File: src/rtl/fifo_rd_ctrl.sv
// fifo_rd_ctrl: read-side pointer, empty/count flags and memory control for an async FIFO.
module fifo_rd_ctrl #(
  parameter int ADDR_WIDTH = 3,
  parameter int AE_LEVEL   = 1,
  localparam int PW        = ADDR_WIDTH + 1
) (
  input  logic                  rclk,
  input  logic                  rrst_n,
  input  logic                  rinc,
  input  logic [PW-1:0]         rq2_wptr,
  output logic                  rempty,
  output logic [PW-1:0]         rptr,
  output logic [ADDR_WIDTH-1:0] raddr,
  output logic                  rclken,
  output logic                  rvalid,
  output logic [PW-1:0]         rcount,
  output logic                  ralmost_empty,
  output logic                  runderflow
);
  logic [PW-1:0] bn_rptr_q, bn_rptr_d, rptr_q, rptr_d, rcount_q, rcount_d, wbin;
  logic          rvalid_q, rvalid_d, runderflow_q, runderflow_d;
  always_comb begin
    wbin = '0;
    for (int i = 0; i < PW; i++) wbin[i] = ^(rq2_wptr >> i);
  end
  assign rempty        = rptr_q == rq2_wptr;
  assign rclken        = rinc & ~rempty;
  assign raddr         = bn_rptr_q[ADDR_WIDTH-1:0];
  assign rptr          = rptr_q;
  assign rvalid        = rvalid_q;
  assign rcount        = rcount_q;
  assign runderflow    = runderflow_q;
  assign ralmost_empty = rcount_q <= PW'(AE_LEVEL);
  // rptr is registered from the next binary value so it only ever moves one Gray step
  always_comb begin
    bn_rptr_d    = bn_rptr_q + PW'(rclken);
    rptr_d       = bn_rptr_d ^ (bn_rptr_d >> 1);
    rcount_d     = wbin - bn_rptr_q;
    rvalid_d     = rclken;
    runderflow_d = runderflow_q | (rinc & rempty);
  end
  always_ff @(posedge rclk or negedge rrst_n) begin
    if (!rrst_n) begin
      bn_rptr_q    <= '0;
      rptr_q       <= '0;
      rcount_q     <= '0;
      rvalid_q     <= 1'b0;
      runderflow_q <= 1'b0;
    end else begin
      bn_rptr_q    <= bn_rptr_d;
      rptr_q       <= rptr_d;
      rcount_q     <= rcount_d;
      rvalid_q     <= rvalid_d;
      runderflow_q <= runderflow_d;
    end
  end
endmodule

File: config.mk
export PLATFORM = sky130hd
export DESIGN_NAME = fifo_rd_ctrl
export DESIGN_NICKNAME = d
export VERILOG_FILES = /design/src/rtl/fifo_rd_ctrl.sv
export SDC_FILE = /design/constraint.sdc
export NUM_CORES = 1
export LEC_CHECK = 0
export CAP_MARGIN = 20
export CORE_MARGIN = 4
export CORE_UTILIZATION = 30
export CTS_CLUSTER_SIZE = 16
export DETAILED_ROUTE_END_ITERATION = 8
export PLACE_DENSITY = 0.68
export SKIP_CTS_REPAIR_TIMING = 1
export SLEW_MARGIN = 40
export SYNTH_ARGS = -nofsm -noshare
export SYNTH_HDL_FRONTEND = slang
export SYNTH_SLANG_ARGS = --single-unit
File: constraint.sdc
create_clock -name rclk -period 4.5 [get_ports rclk]
set_input_delay 1.35 -clock rclk [delete_from_list [all_inputs] [get_ports rclk]]
set_output_delay 1.35 -clock rclk [all_outputs]
set_load 0.005 [all_outputs]
==> results.yml <==
outcome:
  status: "completed"
clocking:
  insertion_delay_ns: 0.27
  cts.sink_count: 13
  cts_buffers: 3
  path_clk_slew_ns: 0.08
  tritoncts: "yes"
  cts_root_buffer: "clkbuf_4"
  h-tree-depth: 1
  cts_buffer_depth: 2
placement:
  dpl_cell_area_um2: 882
  place_congestion: 0.768
  port_buffers: 22
  dp_hpwl_um: 991
detailed_routing:
  vias_per_cell: 4.18
  postRouteAntennaNets: 0
  wl_mm: 1.20
  first_iter_violations: 1
  vias: 431
  drc: 0
  firstDrtPassIters: 3
  wl_per_cell_um: 11.7
finish:
  fin_area_um2: 908
  antenna_cells: 0
  final_cell_mix: "22 x clkdlybuf4s50_1, 13 x dfrtp_1, 10 x xor2_1"
  layout_commonest_cell: "clkdlybuf4s50_1"
  drive_gt1_share_pct: 7.89
  area_growth_pct: 46.4
  finalNetCount: 90
worst_setup_path:
  critPathBufInv: 2
  end_kind: "output pin"
  cpPeakStageDelay_ns: 0.47
  critPathKind: "in2out"
  cp_max_fo: 3
  required_ns: 3.15
  critPathTopFamily: "buffers and inverters"
  cp_cell_sequence: "clkdlybuf4s50_1, xor2_1, nor4_2, nor2b_1, clkdlybuf4s50_1"
  cpMostUsedCell: "clkdlybuf4s50_1"
  cp_slowest_cell: "clkdlybuf4s50_1"
  worstSetupStartpointType: "input pin"
  critPathArrivalTime_ns: 2.98
synth:
  synth_cell_types: 14
  syn_nets: 62
  synth-seq-area-share_pct: 52.4
  syn-cell-area_um2: 621
  ys_warn_count: 0
  postSynthAreaPerCell_um2: 12.7
  synthCells: 49
  ys_ff_latch: 13
sta:
  period_minus_slack_ns: 4.33
  max_freq_ghz: 0.231
  tightest_slew_ns: 0.564
  hold_viol: 0
  grt_setup_unrepaired: "no"
  setup_tns_ns: 0
  finalMaxSlewViolations: 0
  skew_ns: 0.00111
  slew_headroom_pct: 62.3
  layout_worst_path_cycle_share_pct: 96.3
  setup_viol: 0
flow_run:
  max-cap-violations: 0
floorplanning:
  initial_utilization_pct: 31.6
  die_h_um: 53.5
  io_pins: 23
  placeableCoreArea_um2: 1960
  num_rows: 16
  die-area_um2: 2860
  die_w_um: 53.5
global_route:
  antenna_found_initial: 0
  grt_pass1_wl_mm: 1.95
  overflow: 0
  grtUsageTotal_pct: 9.69
  grt_max_degree: 14
  grt_pass1_vias: 470
hold_path:
  min_path_type: "reg2reg"
power_and_ir_drop:
  irDropWorstVdd_mv: 0.260
  p_leak_nw: 0.407
  p_per_area_nw_per_um2: 673
flip-flops by register name, indices dropped and copies added, names as in the netlist:
| name | flops |
|---|---|
| rvalid | 1 |
| runderflow | 1 |
| rptr | 3 |
| bn_rptr_q | 4 |
| rcount | 4 |
Yosys cell counts, drive strengths merged:
library cell | instances | area share [%]
dfrtp | 13 | 52
xor2 | 10 | 14
inv | 6 | 3.6
ha | 5 | 10
xnor2 | 5 | 7.1
a21o | 2 | 2.6
a21oi | 2 | 1.6
fa | 1 | 3.2
nand2 | 1 | 0.60
nand3 | 1 | 0.81
nor2b | 1 | 1.0
nor3 | 1 | 0.81
nor4 | 1 | 2.0
report_power, final:
part,total (mW),switching [mW],internal [mW]
combinational,0.312,0.120,0.193
clock,0.0710,0.0367,0.0343
sequential,0.228,0.0500,0.178
total,0.611,0.206,0.405
metrics by stage:
| stage | power [mW] | setup slack [ns] | hold WS [ns] | utilization, % | cells |
|---|---|---|---|---|---|
| 6_report | 0.611 | 0.168 | 0.460 | 46.3 | 103 |
| 5_1_grt | 0.672 | 0.0821 | 0.482 | 46.3 | 103 |
| 4_1_cts | 0.625 | 0.145 | 0.463 | 46.3 | 103 |
| 3_5_place_dp | 0.550 | 0.151 | 0.444 | 45.0 | 99 |
| 3_3_place_gp | 0.544 | 0.232 | 0.447 | 45.0 | 99 |
| 2_1_floorplan | 0.381 | 1.14 | 0.456 | - | 49 |
routing by layer:
metal	wire length [um]	vias up	GRT usage (%)
met5	0	-	0
met4	4	0	5.11
met3	87	2	3.10
met2	637	13	18.0
met1	474	208	9.29
li1	-	208	-
cell families after synthesis:
| logic type | Yosys count | synth area share (%) |
|---|---|---|
| and+or+nand+nor | 5 | 5.24 |
| AOI/OAI and AO/OA | 4 | 4.23 |
| buffers and inverters | 6 | 3.63 |
| adders and majority gates | 6 | 13.3 |
| DFF | 13 | 52.4 |
| xor gates and xnor gates | 15 | 21.2 |
final timing paths:
kind                       slack [ns]              startpoint                     end  depth (start not counted)
max                              0.17             rq2_wptr[2]                  rclken                          5
min                              0.46    runderflow$_DFF_PN0_    runderflow$_DFF_PN0_                          1
max reg2reg                      2.51  bn_rptr_q[3]$_DFF_PN0_       rptr[1]$_DFF_PN0_                          7
min reg2reg                      0.46    runderflow$_DFF_PN0_    runderflow$_DFF_PN0_                          1
max in group asynchronous        2.69                  rrst_n  bn_rptr_q[1]$_DFF_PN0_                          1
min in group asynchronous        1.44                  rrst_n     rcount[2]$_DFF_PN0_                          1
layout make-up:
class	count	area [um2]
fill	200	1050
multi-input combinational	30	273
tap	27	33.8
sequential	13	325
clock buffer	4	26.3
timing repair buffer	23	228
inverter	6	22.5
Note: power is estimated with default switching activity, not from simulation.
